--- src/rtl/ex_operand_stage.sv ---
// ex_operand_stage: ID/EX boundary for the execute-stage shifter and ALU.
// A two-entry skid buffer (head H, skid S) holds decoded instructions.
// Stored operands track writeback, and MEM/WB bypass is applied on the way out.
// in_ready depends only on registered state, so there is no ready path from execute back to decode.
module ex_operand_stage #(
   parameter int XLEN = 32,
   parameter int REGW = 5
) (
   input  logic            clk,
   input  logic            rst,
   input  logic            flush,
   input  logic            in_valid,
   output logic            in_ready,
   input  logic [XLEN-1:0] in_pc,
   input  logic [REGW-1:0] in_rs1,
   input  logic [REGW-1:0] in_rs2,
   input  logic [XLEN-1:0] in_rs1_val,
   input  logic [XLEN-1:0] in_rs2_val,
   input  logic [XLEN-1:0] in_imm,
   input  logic            in_use_imm,
   input  logic            in_is_shift,
   input  logic [2:0]      in_funct3,
   input  logic            in_funct7b5,
   input  logic [REGW-1:0] in_rd,
   input  logic            fwd_mem_valid,
   input  logic [REGW-1:0] fwd_mem_rd,
   input  logic [XLEN-1:0] fwd_mem_data,
   input  logic            fwd_wb_valid,
   input  logic [REGW-1:0] fwd_wb_rd,
   input  logic [XLEN-1:0] fwd_wb_data,
   output logic            out_valid,
   input  logic            out_ready,
   output logic [XLEN-1:0] out_a,
   output logic [XLEN-1:0] out_b,
   output logic [1:0]      out_caze,
   output logic            out_is_shift,
   output logic            out_illegal,
   output logic [REGW-1:0] out_rd,
   output logic [XLEN-1:0] out_pc
);

   typedef struct packed {
      logic [XLEN-1:0] pc;
      logic [REGW-1:0] rs1;
      logic [REGW-1:0] rs2;
      logic [XLEN-1:0] rs1_val;
      logic [XLEN-1:0] rs2_val;
      logic [XLEN-1:0] imm;
      logic            use_imm;
      logic            is_shift;
      logic [1:0]      caze;
      logic            illegal;
      logic [REGW-1:0] rd;
   } entry_t;

   localparam logic [1:0] CAZE_SLL = 2'b00;
   localparam logic [1:0] CAZE_SRL = 2'b01;
   localparam logic [1:0] CAZE_SRA = 2'b10;

   entry_t h_q, s_q, h_d, s_d;
   logic   h_vld_q, s_vld_q, h_vld_d, s_vld_d;
   entry_t h_snp, s_snp, in_ent;
   logic   accept, pop;

   // Writeback snoop: refresh a stored operand when WB writes its source register (x0 excluded).
   function automatic entry_t snoop(input entry_t e, input logic wv,
                                    input logic [REGW-1:0] wrd, input logic [XLEN-1:0] wd);
      entry_t r;
      r = e;
      if (wv && (wrd != '0) && (wrd == e.rs1)) r.rs1_val = wd;
      if (wv && (wrd != '0) && (wrd == e.rs2)) r.rs2_val = wd;
      return r;
   endfunction

   // Bypass select for one operand: MEM beats WB beats the stored value.
   function automatic logic [XLEN-1:0] fwd(input logic [REGW-1:0] rs, input logic [XLEN-1:0] stored,
                                           input logic mv, input logic [REGW-1:0] mrd,
                                           input logic [XLEN-1:0] md, input logic wv,
                                           input logic [REGW-1:0] wrd, input logic [XLEN-1:0] wd);
      logic [XLEN-1:0] r;
      r = stored;
      if (wv && (wrd != '0) && (wrd == rs)) r = wd;
      if (mv && (mrd != '0) && (mrd == rs)) r = md;
      return r;
   endfunction

   assign in_ready  = ~s_vld_q;
   assign out_valid = h_vld_q;
   assign accept    = in_valid & in_ready;
   assign pop       = h_vld_q & out_ready;

   // Build the incoming entry: decode the shift and apply the capture-cycle WB snoop.
   always_comb begin
      in_ent          = '0;
      in_ent.pc       = in_pc;
      in_ent.rs1      = in_rs1;
      in_ent.rs2      = in_rs2;
      in_ent.rs1_val  = in_rs1_val;
      in_ent.rs2_val  = in_rs2_val;
      in_ent.imm      = in_imm;
      in_ent.use_imm  = in_use_imm;
      in_ent.is_shift = in_is_shift;
      in_ent.rd       = in_rd;
      in_ent.caze     = CAZE_SLL;
      in_ent.illegal  = 1'b0;
      if (in_is_shift) begin
         if (in_funct3 == 3'b001 && !in_funct7b5) in_ent.caze = CAZE_SLL;
         else if (in_funct3 == 3'b101) in_ent.caze = in_funct7b5 ? CAZE_SRA : CAZE_SRL;
         else in_ent.illegal = 1'b1;
         // Shift amounts above 31 are not encodable for a 32-bit shifter.
         if (in_use_imm && in_imm[5]) in_ent.illegal = 1'b1;
      end
      in_ent = snoop(in_ent, fwd_wb_valid, fwd_wb_rd, fwd_wb_data);
   end

   // Snooped copies of the stored entries; invalid entries are left untouched.
   always_comb begin
      h_snp = h_vld_q ? snoop(h_q, fwd_wb_valid, fwd_wb_rd, fwd_wb_data) : h_q;
      s_snp = s_vld_q ? snoop(s_q, fwd_wb_valid, fwd_wb_rd, fwd_wb_data) : s_q;
   end

   // Skid-buffer movement: pop shifts S into H, accept fills the first free slot, flush clears valids.
   always_comb begin
      h_d     = h_snp;
      s_d     = s_snp;
      h_vld_d = h_vld_q;
      s_vld_d = s_vld_q;
      if (flush) begin
         h_vld_d = 1'b0;
         s_vld_d = 1'b0;
      end else if (pop && s_vld_q) begin
         h_d     = s_snp;
         h_vld_d = 1'b1;
         s_vld_d = accept;
         if (accept) s_d = in_ent;
      end else if (pop) begin
         h_vld_d = accept;
         if (accept) h_d = in_ent;
      end else if (accept) begin
         if (!h_vld_q) begin
            h_d     = in_ent;
            h_vld_d = 1'b1;
         end else begin
            s_d     = in_ent;
            s_vld_d = 1'b1;
         end
      end
   end

   // State register with synchronous reset of valids and payload.
   always_ff @(posedge clk) begin
      if (rst) begin
         h_q     <= '0;
         s_q     <= '0;
         h_vld_q <= 1'b0;
         s_vld_q <= 1'b0;
      end else begin
         h_q     <= h_d;
         s_q     <= s_d;
         h_vld_q <= h_vld_d;
         s_vld_q <= s_vld_d;
      end
   end

   // Head outputs with MEM/WB bypass; shift immediates keep only the shamt bits.
   always_comb begin
      out_a = fwd(h_q.rs1, h_q.rs1_val, fwd_mem_valid, fwd_mem_rd, fwd_mem_data,
                  fwd_wb_valid, fwd_wb_rd, fwd_wb_data);
      if (!h_q.use_imm)
         out_b = fwd(h_q.rs2, h_q.rs2_val, fwd_mem_valid, fwd_mem_rd, fwd_mem_data,
                     fwd_wb_valid, fwd_wb_rd, fwd_wb_data);
      else if (h_q.is_shift)
         out_b = {{(XLEN-5){1'b0}}, h_q.imm[4:0]};
      else
         out_b = h_q.imm;
      out_caze     = h_q.caze;
      out_is_shift = h_q.is_shift;
      out_illegal  = h_q.illegal;
      out_rd       = h_q.rd;
      out_pc       = h_q.pc;
   end

endmodule

--- config.mk ---
export PLATFORM = sky130hd
export DESIGN_NAME = ex_operand_stage
export DESIGN_NICKNAME = d
export VERILOG_FILES = /design/src/rtl/ex_operand_stage.sv
export SDC_FILE = /design/constraint.sdc
export NUM_CORES = 1
export LEC_CHECK = 0
export ABC_CLOCK_PERIOD_IN_PS = 2400
export CORE_MARGIN = 2
export CORE_UTILIZATION = 47
export CTS_BUF_LIST = sky130_fd_sc_hd__clkbuf_4 sky130_fd_sc_hd__clkbuf_8 sky130_fd_sc_hd__clkbuf_16
export DETAILED_ROUTE_END_ITERATION = 10
export GPL_ROUTABILITY_DRIVEN = 0
export PLACE_DENSITY = 0.89
export SYNTH_ARGS = -nofsm -noshare
export SYNTH_HDL_FRONTEND = slang
export SYNTH_SLANG_ARGS = --single-unit
--- constraint.sdc ---
create_clock -name clk -period 2.4 [get_ports clk]
set_input_delay 0.24 -clock clk [delete_from_list [all_inputs] [get_ports clk]]
set_output_delay 0.24 -clock clk [all_outputs]
set_load 0.005 [all_outputs]
==> impl_metrics.tcl, run 1 <==
set metrics [dict create \
    status "did not finish" \
    lastStage "global routing" \
    error "[ERROR GRT-0232] Routing congestion too high. Check the congestion heatmap in the GUI." \
    netlist_area_um2 16600 \
    worst-ep-kind "top-level output" \
    grt_util_all_layers_pct 70.3 \
    synth.mux.area_fraction_pct 14.4 \
    synth_top_area_share_pct 36.0 \
    yosys.area_share.adder_pct 0 \
    ys_top_cells_by_area "dfxtp_1 (36%), mux2i_1 (11%), nor2_1 (5.6%)" \
    synthArstFlopShare_pct 0 \
    synth-xor-area-share_pct 2.11 \
    ys_ff_latch 298 \
    seq_area_frac_synth_pct 36.0 \
    grt_max_degree 149 \
    grt_antenna_before_repair 22 \
    syn-num-nets 2264 \
    synth-edff-count 0 \
    port_buffers 336 \
    synth_warnings 0 \
    cts_buffers 35 \
    ioPinCount 337 \
    syn_avg_cell_area_um2 8.15 \
    post-place-cells 2765 \
    synthSimpleGateAreaFrac_pct 12.8 \
    synth_flop_cell "dfxtp_1" \
    grt_overflow_total 6 \
    dp_hpwl_um 49500 \
    numClockSinks 298 \
    clockRootBuffer "clkbuf_16" \
    start_util_pct 47.9 \
    worstEndpointGrtRepair "out_b[25]" \
    clockBufferDepth 3 \
    ctsHtreeMaxLevel 2 \
    hold_buffers 0 \
    chipHeight_um 192 \
    synthDistinctLibCells 53 \
    syn_inst 2034 \
    synth_top_family_by_area "compound AO/OA/AOI/OAI gates" \
    num_rows 68 \
    die_w_um 192 \
    synth_compound_area_share_pct 27.4 \
    yosysTopAreaCell "dfxtp_1" \
]
-- layer usage --
metal | overflow | GRT usage (%)
met4 | 3 | 64.9
met5 | 0 | 45.3
met1 | 0 | 68.4
met2 | 3 | 81.6
met3 | 0 | 65.0
-- logic make-up after synthesis --
kind of cell / after synthesis
AOI/OAI and AO/OA: 675
muxes: 233
xor gates and xnor gates: 40
DFF: 298
and+or+nand+nor: 525
buffers and inverters: 263
-- cells in the mapped netlist, drive strengths merged (4+ instances only) --
library cell / n
nor4: 4
clkbuf: 167
o31a: 16
o21ai: 81
a222oi: 8
a21o: 33
a21oi: 143
o311a: 7
xor2: 7
o22a: 26
o22ai: 92
nand3: 15
nor2b: 4
nor2: 250
dfxtp: 298
nand2b: 6
mux2: 45
a211oi: 117
inv: 6
a22oi: 98
buf: 89
a221oi: 25
nand4: 6
nand2: 211
nor3: 21
a31oi: 11
xnor2: 33
mux2i: 188
-- what timing repair did --
item | in CTS
gates resized for setup | 608
endpoints found under the setup margin | 91
buffers inserted | 78
cloned | 12
pin swaps | 78
-- metrics by stage --
step           worst slack (ps)  area (µm²)
2_1_floorplan              90.6       16600
4_1_cts                    -483       24800
3_5_place_dp              -1060       21400
3_3_place_gp               -999       21400
==> run 2: changes to the inputs <==
Settings changed: ABC_CLOCK_PERIOD_IN_PS 2400 to 3100, CORE_UTILIZATION 47 to 40, CTS_BUF_LIST sky130_fd_sc_hd__clkbuf_4 sky130_fd_sc_hd__clkbuf_8 sky130_fd_sc_hd__clkbuf_16 to default, PLACE_DENSITY 0.89 to default, PLACE_DENSITY_LB_ADDON from default to 0.15.
Clock period 2.4 ns to 3.1 ns, I/O delays scaled along.
==> impl_metrics.tcl, run 2 <==
set metrics [dict create \
    status "finished, violations left" \
    violations "negative setup slack" \
    synthDistinctLibCells 53 \
    slew_violations 0 \
    start_util_pct 40.6 \
    finalSetupViolations 14 \
    n_fill_cell 3725 \
    min_path_type "in -> reg" \
    clock_skew_ps 20.0 \
    endpoint_kind "primary output" \
    ctsHtreeMaxLevel 2 \
    clk_pin_slew_ps 60 \
    vias_per_cell 5.99 \
    ir_drop_v 0.000294 \
    chipHeight_um 208 \
    worstSkewPairLatency_ps 540 \
    clockRootBuffer "clkbuf_16" \
    synth_flop_cell "dfxtp_1" \
    dp_hpwl_um 47000 \
    dieArea_um2 43100 \
    largest_reg_flops 148 \
    synth-edff-count 0 \
    numClockSinks 298 \
    grt_pass1_vias 16200 \
    cts_buffers 36 \
    worstMarginPinSlew_ps 1130 \
    placed_cell_area_um2 20900 \
    startpoint "h_q[106]" \
    yosysTopAreaCell "dfxtp_1" \
    synth_common_cells "dfxtp_1 (298), nor2_1 (249), nand2_1 (211), mux2i_1 (188), clkbuf_1 (167)" \
    die_w_um 208 \
    final_cell_mix "dfxtp_1 (295), clkdlybuf4s50_1 (281), nor2_1 (242), nand2_1 (210), mux2i_1 (181)" \
    drc 0 \
    final_common_cell "dfxtp_1" \
    grt_max_degree 108 \
    synth_top_area_share_pct 36.0 \
    syn_avg_cell_area_um2 8.15 \
    reg2reg_depth 7 \
    grt_overflow_total 0 \
    layout_setup_ws_ps -179 \
    yosysMostFrequentCell "dfxtp_1" \
    slew_headroom_pct 24.7 \
    power_frac_clock_pct 42.6 \
    power.density_nw_per_um2 457 \
    wl_per_cell_um 23.5 \
    power_leakage_nw 8.25 \
    power_frac_comb_pct 17.9 \
    period_share_pct 106 \
    clockBufferDepth 3 \
    switchingPower_mw 2.81 \
    cp.required_ps 2790 \
    port_buffers 336 \
    hold_depth 2 \
    core_area_um2 40800 \
    rsz0062_at_grt "yes" \
    drv_cap 0 \
    synth_warnings 0 \
    hp-start "rst" \
    finalCriticalPeriod_ps 3280 \
    drtIter0Drc 1597 \
    regArea_um2 5970 \
    place_ws_ps -393 \
    ioPinCount 337 \
    first_pass_iters 6 \
    synthArstFlopShare_pct 0 \
    ys_top_cells_by_area "dfxtp_1 (36%), mux2i_1 (11%), nor2_1 (5.6%)" \
    ys_ff_latch 298 \
    p_seq_share_pct 39.6 \
    grt_first_pass_wirelength_um 101000 \
    areaGrowthSynthToFinish_pct 36.6 \
    num_rows 74 \
    swShare_pct 27.2 \
    layout-drive-gt1-share_pct 15.0 \
    cp_max_fo 17 \
    num_vias 17300 \
    seq_area_frac_synth_pct 36.0 \
    hold_buffers 0 \
    grt_antenna_before_repair 10 \
    regMostFlops "s_q" \
    routed_wl_um 67900 \
    cts_tree "built" \
    start_kind "flip-flop" \
    multi_input_area_um2 9780 \
    grt_util_all_layers_pct 29.8 \
    design_area_um2 22600 \
    syn_inst 2034 \
    hold_violations 0 \
    p_int_mw 7.53 \
    finalNetCount 2549 \
    crit-reg2reg-launch "out_valid" \
    final_antenna_net_count 0 \
    arrival_ps 2970 \
    syn-num-nets 2264 \
    max_freq_ghz 0.305 \
    netlist_area_um2 16600 \
    path_class "reg -> out" \
]
[run 2: cell counts after synthesis]
Identical to the previous run, type by type.
[run 2: path summary, 6_finish.rpt]
check              endpoint  slack [ps]
setup reg to reg    h_q[67]         530
hold / removal      s_q[74]         100
setup / recovery  out_b[10]        -180
hold reg to reg    s_q[133]         450
[run 2: cell type report]
| cell class | instances | share of cell area (%) |
|---|---|---|
| well taps | 532 | 2.94 |
| flip-flops and latches | 298 | 26.4 |
| clock buffers | 49 | 4.64 |
| multi-input cells | 1473 | 43.2 |
| clock inverters | 13 | 0.785 |
| inverters | 7 | 0.116 |
| diodes | 9 | 0.0995 |
| repair buffers | 503 | 21.8 |
[run 2: kinds of logic after synthesis]
family / synth area share [%]
AOI/OAI and AO/OA: 27.4
and+or+nand+nor: 12.8
DFF: 36.0
buffers and inverters: 7.26
muxes: 14.4
xor gates and xnor gates: 2.11
[run 2: power by group through the flow]
stage	logic, mW	clock network, mW	registers (mW)
floorplan	0.851	0	4.13
global placement	1.79	0	4.16
detailed placement	1.80	0	4.16
CTS	1.81	4.45	4.08
global route	1.96	4.62	4.10
finish	1.84	4.40	4.09
[run 2: timing repair]
item,4_1_cts,5_1_grt
pin swaps,17,13
buffers inserted,4,11
resized for setup,74,54
cloned,0,1
endpoints found under the setup margin,63,41
[run 2: routing by layer]
layer / global-route usage (%) / vias to the layer above / wire length (µm)
met5: 0 / - / 51
met4: 16.9 / 8 / 4200
met3: 6.49 / 203 / 5810
met2: 46.1 / 835 / 30400
met1: 38.4 / 8265 / 27500
li1: - / 7959 / -
[run 2: through the flow]
step	hold WS [ps]	TNS (ps)	utilization (%)	power, mW	instances
3_5_place_dp	447	-11890	51.3	5.97	2797
6_report	95.4	-1600	55.4	10.3	2884
5_1_grt	89.9	-2740	55.4	10.7	2877
3_3_place_gp	439	-9000	51.3	5.95	2797
2_1_floorplan	432	0	-	4.98	2034
4_1_cts	71.7	-4100	54.7	10.3	2863
[run 2: worst max-delay path: stages, from the launching register on]
cell	delay, ps
dfxtp_2	350
xnor2_1	160
nand3_1	110
or4_4	540
buf_12	180
buf_4	170
a211oi_2	300
a21o_1	130
clkdlybuf4s50_1	490
Power figures use the tool's default switching activity.
